===== src/rtl/mult16_seq.sv =====
// Sequential 16x16 -> 32 unsigned multiplier that time-shares one external 8x8 multiplier.
// Define MULT_PIPE_EN to register mul_p before accumulation (adds a DRAIN state, 6-cycle latency).
module mult16_seq (
  input  logic        clk,
  input  logic        reset,
  input  logic        i_start,
  input  logic [15:0] i_a,
  input  logic [15:0] i_b,
  output logic        o_busy,
  output logic        o_done,
  output logic [31:0] o_product,
  output logic [7:0]  mul_a,
  output logic [7:0]  mul_b,
  input  logic [15:0] mul_p,
  output logic [2:0]  dbg_state
);

  // Handshake: i_start is accepted only in IDLE; o_busy is high from the cycle after
  // acceptance through the o_done cycle; o_done pulses once as o_product updates.
`ifdef MULT_PIPE_EN
  typedef enum logic [2:0] {
    S_IDLE  = 3'd0,
    S_PP0   = 3'd1,
    S_PP1   = 3'd2,
    S_PP2   = 3'd3,
    S_PP3   = 3'd4,
    S_DONE  = 3'd5,
    S_DRAIN = 3'd6
  } state_t;
`else
  typedef enum logic [2:0] {
    S_IDLE = 3'd0,
    S_PP0  = 3'd1,
    S_PP1  = 3'd2,
    S_PP2  = 3'd3,
    S_PP3  = 3'd4,
    S_DONE = 3'd5
  } state_t;
`endif

  state_t      state;
  logic [15:0] a_q;
  logic [15:0] b_q;
  logic [31:0] acc;
  logic [31:0] pp_term;
  logic [31:0] acc_next;

  assign dbg_state = state;

  always_comb begin
    mul_a = 8'h00;
    mul_b = 8'h00;
    case (state)
      S_PP0:   begin mul_a = a_q[7:0];  mul_b = b_q[7:0];  end
      S_PP1:   begin mul_a = a_q[7:0];  mul_b = b_q[15:8]; end
      S_PP2:   begin mul_a = a_q[15:8]; mul_b = b_q[7:0];  end
      S_PP3:   begin mul_a = a_q[15:8]; mul_b = b_q[15:8]; end
      default: begin mul_a = 8'h00;     mul_b = 8'h00;     end
    endcase
  end

`ifdef MULT_PIPE_EN
  logic [15:0] mul_q;

  // Each state adds the partial product issued one state earlier.
  always_comb begin
    pp_term = 32'h0;
    case (state)
      S_PP1:   pp_term = {16'h0, mul_q};
      S_PP2:   pp_term = {8'h0, mul_q, 8'h0};
      S_PP3:   pp_term = {8'h0, mul_q, 8'h0};
      S_DRAIN: pp_term = {mul_q, 16'h0};
      default: pp_term = 32'h0;
    endcase
  end
`else
  always_comb begin
    pp_term = 32'h0;
    case (state)
      S_PP0:   pp_term = {16'h0, mul_p};
      S_PP1:   pp_term = {8'h0, mul_p, 8'h0};
      S_PP2:   pp_term = {8'h0, mul_p, 8'h0};
      S_PP3:   pp_term = {mul_p, 16'h0};
      default: pp_term = 32'h0;
    endcase
  end
`endif

  assign acc_next = acc + pp_term;

  always_ff @(posedge clk or posedge reset) begin
    if (reset) begin
      state     <= S_IDLE;
      a_q       <= 16'h0;
      b_q       <= 16'h0;
      acc       <= 32'h0;
      o_busy    <= 1'b0;
      o_done    <= 1'b0;
      o_product <= 32'h0;
`ifdef MULT_PIPE_EN
      mul_q     <= 16'h0;
`endif
    end else begin
`ifdef MULT_PIPE_EN
      mul_q <= mul_p;
`endif
      case (state)
        S_IDLE: begin
          if (i_start) begin
            a_q    <= i_a;
            b_q    <= i_b;
            acc    <= 32'h0;
            o_busy <= 1'b1;
            state  <= S_PP0;
          end
        end
        S_PP0: begin
          acc   <= acc_next;
          state <= S_PP1;
        end
        S_PP1: begin
          acc   <= acc_next;
          state <= S_PP2;
        end
        S_PP2: begin
          acc   <= acc_next;
          state <= S_PP3;
        end
`ifdef MULT_PIPE_EN
        S_PP3: begin
          acc   <= acc_next;
          state <= S_DRAIN;
        end
        S_DRAIN: begin
          acc       <= acc_next;
          o_product <= acc_next;
          o_done    <= 1'b1;
          state     <= S_DONE;
        end
`else
        S_PP3: begin
          acc       <= acc_next;
          o_product <= acc_next;
          o_done    <= 1'b1;
          state     <= S_DONE;
        end
`endif
        S_DONE: begin
          o_done <= 1'b0;
          o_busy <= 1'b0;
          state  <= S_IDLE;
        end
        default: begin
          o_done <= 1'b0;
          o_busy <= 1'b0;
          state  <= S_IDLE;
        end
      endcase
    end
  end

endmodule


===== config.mk =====
export PLATFORM = sky130hd
export DESIGN_NAME = mult16_seq
export DESIGN_NICKNAME = d
export VERILOG_FILES = /design/src/rtl/mult16_seq.sv
export SDC_FILE = /design/constraint.sdc
export NUM_CORES = 1
export LEC_CHECK = 0
export CAP_MARGIN = 20
export CORE_ASPECT_RATIO = 1.4
export CORE_UTILIZATION = 40
export DETAILED_ROUTE_END_ITERATION = 7
export PLACE_DENSITY = 0.69
export SKIP_LAST_GASP = 1
export SLEW_MARGIN = 20
export SYNTH_ARGS = -nofsm -noshare
export SYNTH_HDL_FRONTEND = slang
export SYNTH_SLANG_ARGS = --single-unit

===== constraint.sdc =====
create_clock -name clk -period 5.6 [get_ports clk]
set_input_delay 1.12 -clock clk [delete_from_list [all_inputs] [get_ports clk]]
set_output_delay 1.12 -clock clk [all_outputs]
set_load 0.1 [all_outputs]

# [Word-level counts from Yosys, hierarchy flattened]
# Index checks and enable logic that the tools add are counted.
[word_totals] reg_bits=101 in_bits=51 out_inout_bits=53
[classes] add_sub_neg=1 n_eq_ne=5 n_mux=10 n_bitwise=1 reduce_logical=12
[op_table] operator="$pmux W32 S3" n=1
[op_table] operator="$pmux W32 S2" n=1
[op_table] operator="$add A32 B32 Y32" n=1
[op_table] operator="$mux W32" n=1
[op_table] operator="$pmux W8 S2" n=2
[op_table] operator="$pmux W3 S5" n=1
[op_table] operator="$reduce_or A2 Y1" n=5
[op_table] operator="$reduce_or A4 Y1" n=2
[op_table] operator="$eq A3 B2 Y1 const B" n=2
[op_table] operator="$reduce_and A2 Y1" n=3
[op_table] operator="$pmux W1 S2" n=2
[op_table] operator="$eq A3 B1 Y1 const B" n=1
[op_table] operator="$eq A3 B3 Y1 const B" n=1
[op_table] operator="$logic_not A3 Y1" n=1
[op_table] operator="$mux W3" n=1
[op_table] operator="$ne A2 B2 Y1 const B" n=1
[op_table] operator="$reduce_bool A2 Y1" n=1
[op_table] operator="$mux W1" n=1
[op_table] operator="$not A1 Y1" n=1

# [Longest topological paths before layout]
[depth] word_depth=5 ltp_mapped=19 ltp_nobuf=15

# [Worst setup path before layout]
# OpenSTA, ideal clock, no wires.
[synth_timing] path_type="register to output" from="register state[2] (netlist: dbg_state[2])" to="output mul_b[0]" t_arrival_ns=4.023 t_required_ns=4.480 slack_ns=0.457 stages_incl_launch_ff=6 path_cell_list="dfrtp_1 > buf_2 > clkbuf_1 > xor2_1 > nand2_1 > o21ai_0"
[synth_via] elab_chain_cells=3 word_cells_on_any_way=7 cone_classes="4 x eq/ne; 1 x mux; 2 x reduce/logical"
[synth_lines] element="start: declaration" line="41" rtl="state_t state;"
[synth_lines] element="start signal: assignment" line="93" rtl="state <= S_IDLE;"
[synth_lines] element="start signal: assignment" line="114" rtl="state <= S_PP0;"
[synth_lines] element="start signal: assignment" line="119" rtl="state <= S_PP1;"
[synth_lines] element="$eq A3 B3 Y1 (tied with other cells)" line="53" rtl="case (state)"
[synth_lines] element="$reduce_or A2 Y1 (no line)"
[synth_lines] element="$pmux W8 S2 *" line="53"
[synth_lines] element="end: declaration" line="13" rtl="output logic [7:0] mul_b,"
# Mark *: on every way between the ends. The rest lies on a longest branch, timed or not.

# [Worst setup path after layout]
[layout_timing] from="register state[2] (netlist: dbg_state[2])" to="register o_product[30]"
[layout_via] elab_chain_cells=4 word_cells_on_any_way=7 cone_classes="1 x add/sub; 4 x eq/ne; 1 x mux; 1 x reduce/logical"
[layout_lines] element="$eq A3 B2 Y1" line="79" rtl="case (state)"
[layout_lines] element="$reduce_or A2 Y1 (no line)"
[layout_lines] element="$pmux W32 S3" line="79"
[layout_lines] element="$add A32 B32 Y32" line="89" rtl="assign acc_next = acc + pp_term;"
[layout_lines] element="end signal: assignment" line="143" rtl="o_product <= acc_next;"
[layout_lines] element="end: declaration" line="11" rtl="output logic [31:0] o_product,"
# Parallel ways exist; a longest one is shown, timed or not.
# A chain may end at the register's enable or synchronous reset.

==> results_dict.tcl <==
set metrics [dict create \
    io_buffers 103 \
    syn-cell-area_um2 5740 \
    drt_pass1_iterations 4 \
    grt_usage 0.210 \
    wl_per_cell_um 16.9 \
    io_pins 104 \
    place_congestion 0.907 \
    antenna_cells 0 \
    cpMaxStageDelayCell "dfrtp_1" \
    holdPathEnd "o_product[16]" \
    maxSlewViolCount 0 \
    ant_nets 0 \
    r2r_end "o_product[30]" \
    ys_top_cells_by_count "dfrtp_1, nand2_1, o21ai_0" \
    worstMarginPinSlew_ps 1060 \
    fin_crit_ps 4290 \
    hold_buffers 0 \
    rows 51 \
    cap_violations 0 \
    worstSetupPathType "reg2reg" \
    synthTopCellsByArea "dfrtp_1, mux2_2, ha_1" \
    post-place-ws_ps 1280 \
    synth_nets 674 \
    coreArea_um2 14000 \
    wirelength_mm 14.6 \
    cts.sinks 101 \
    ys_ff_latch 101 \
    dpl.hpwl_mm 11.0 \
    status "finished clean" \
    via_per_inst 5.36 \
    crit_chain "nor2b_1, nor2b_1, and2_1, ha_1, inv_1, fa_1, nor2b_1, o211ai_1, a21boi_1, o31ai_1, a21oi_1, o21ai_2, o21ai_1, xor2_1, mux2_2" \
    clock_latency_ps 350 \
    cts_max_path_buffers 2 \
    reg2reg_from "dbg_state[2]" \
    hold-path-cell-count 2 \
    tritoncts "done" \
    grt_pass1_vias 4841 \
    max_slew_margin 0.291 \
    fmax_mhz 233 \
    r2r_cells 15 \
    drtIter0Drc 227 \
    ctsHtreeMaxLevel 3 \
    worstSetupStartpointType "flip-flop" \
    yosysMostFrequentCell "dfrtp_1" \
    drt_drc_violations_left 0 \
    crit_path_max_incr_delay_ps 570 \
    start_util 0.411 \
    fin_setup_tns_ps 0 \
    synth_top_area_cell "dfrtp_1" \
    die_h_um 144 \
    yosysWarnings 0 \
    hold_violations 0 \
    grt_pass1_wl_mm 23.8 \
    antenna_found_initial 0 \
    finalCritPeriodShare 0.767 \
    r2r_setup_slack_ps 1310 \
    setup_viol 0 \
    setup_ws_ps 1310 \
    yosysSeqAreaShare 0.440 \
    design_area_um2 7190 \
    yosys_most_used_dff "dfrtp_1" \
    ys_types 51 \
    hp-class "reg2reg" \
    arrival_ps 4530 \
    final_net_count 760 \
    root_buffer "clkbuf_16" \
    synth_top_area_frac 0.440 \
    area.growth.synth_to_final_pct 25.3 \
    rsz0062_at_grt "no" \
    path_clk_slew_ps 70 \
    vias 4644 \
    grt_max_degree 60 \
    synth-edff-count 0 \
    place_area_um2 6890 \
    required_ps 5840 \
    hold_start "o_product[16]" \
    syn_inst 591 \
    fill_cells 1262 \
    critPathMaxFanout 19 \
    end_kind "flip-flop" \
    syn_area_per_cell_um2 9.71 \
    die_area_um2 14800 \
    cts_made_buffers 9 \
    fp.dieW_um 103 \
    overflow 0 \
    async_reset_ff_frac 1.00 \
    crit_path_frequent_cell "nor2b_1" \
    drive_above_1_share 0.116 \
    cts_resized 0 \
    post-cts-setup-buffer-count 0 \
    finClkSkew_ps 4.16 \
]
## worst max path at each step
stage / from / endpoint / slack, ps / cells after the start
5_1_grt: dbg_state[0] / acc[26] / 890 / 15
4_1_cts: dbg_state[0] / o_product[30] / 1270 / 15
2_1_floorplan: dbg_state[2] / mul_b[0] / 460 / 5
3_5_place_dp: dbg_state[0] / o_product[30] / 1280 / 15
6_report: dbg_state[2] / o_product[30] / 1310 / 15
3_3_place_gp: dbg_state[0] / o_product[30] / 1400 / 15
## kinds of logic after synthesis
| kind of cell | Yosys count | share of synthesized area |
|---|---|---|
| adder cells (fa/ha/maj) | 32 | 0.0711 |
| multiplexers | 37 | 0.0726 |
| AO/OA/AOI/OAI | 182 | 0.206 |
| flip-flops | 101 | 0.440 |
| AND/OR/NAND/NOR | 161 | 0.128 |
| XOR/XNOR | 34 | 0.0519 |
| buffers and inverters | 44 | 0.0307 |
## metrics by stage
step                cells  utilization  hold WS, ps
global route          867        0.514          499
detailed placement    851        0.493          470
global placement      851        0.493          463
CTS                   867        0.514          485
floorplan             591            -          456
finish                867        0.514          475
## flip-flops by register name, indices dropped and copies added, names as in the netlist
signal and flops:
o_product 32, o_done 1, b_q 16, o_busy 1
acc 32, a_q 16, dbg_state 3
## worst max-delay path, delay by kind of cell (launching register included)
kind / cells / cell delay, ps
compound gates: 6 / 1150
xor+xnor: 1 / 100
fa+ha+maj: 2 / 570
buf+inv: 1 / 60
flops: 1 / 570
mux: 1 / 270
simple gates: 4 / 1480
## routing by layer
| metal | up-vias | GRT usage | part of all wire |
|---|---|---|---|
| met2 | 129 | 0.363 | 0.50 |
| met1 | 2212 | 0.241 | 0.40 |
| li1 | 2268 | - | - |
| met3 | 35 | 0.0530 | 0.058 |
| met4 | 0 | 0.0993 | 0.038 |
| met5 | - | 0 | 0 |
## area by class of cell
cell class	count	area (µm²)	area share
clock buffers	11	243	0.0338
clock inverters	5	58.8	0.00818
inverters	12	47.5	0.00661
multi-input cells	446	3040	0.423
flip-flops and latches	101	2530	0.352
well taps	185	231	0.0322
repair buffers	107	1040	0.145
## cells in the final DEF (no fill, tap or decap), drive strengths merged, types with 2 or more instances in the layout
master	count
o31ai	2
nor2b	6
nand2	92
o21bai	3
inv	13
xor2	14
buf	12
a21o	16
a211oi	5
o21ai	81
nor2	19
clkinvlp	2
dfrtp	101
nor3	3
clkdlybuf4s50	95
and2	12
ha	31
a21oi	29
or2	2
a31oi	3
mux2	37
clkbuf	11
nand3	5
xnor2	20
o21a	4
and3	9
nand4	8
a22o	31
o211ai	2
Power is left out: the tool's default activity adds up to more than one toggle a clock period on the data nets, which glitch-free logic cannot reach.
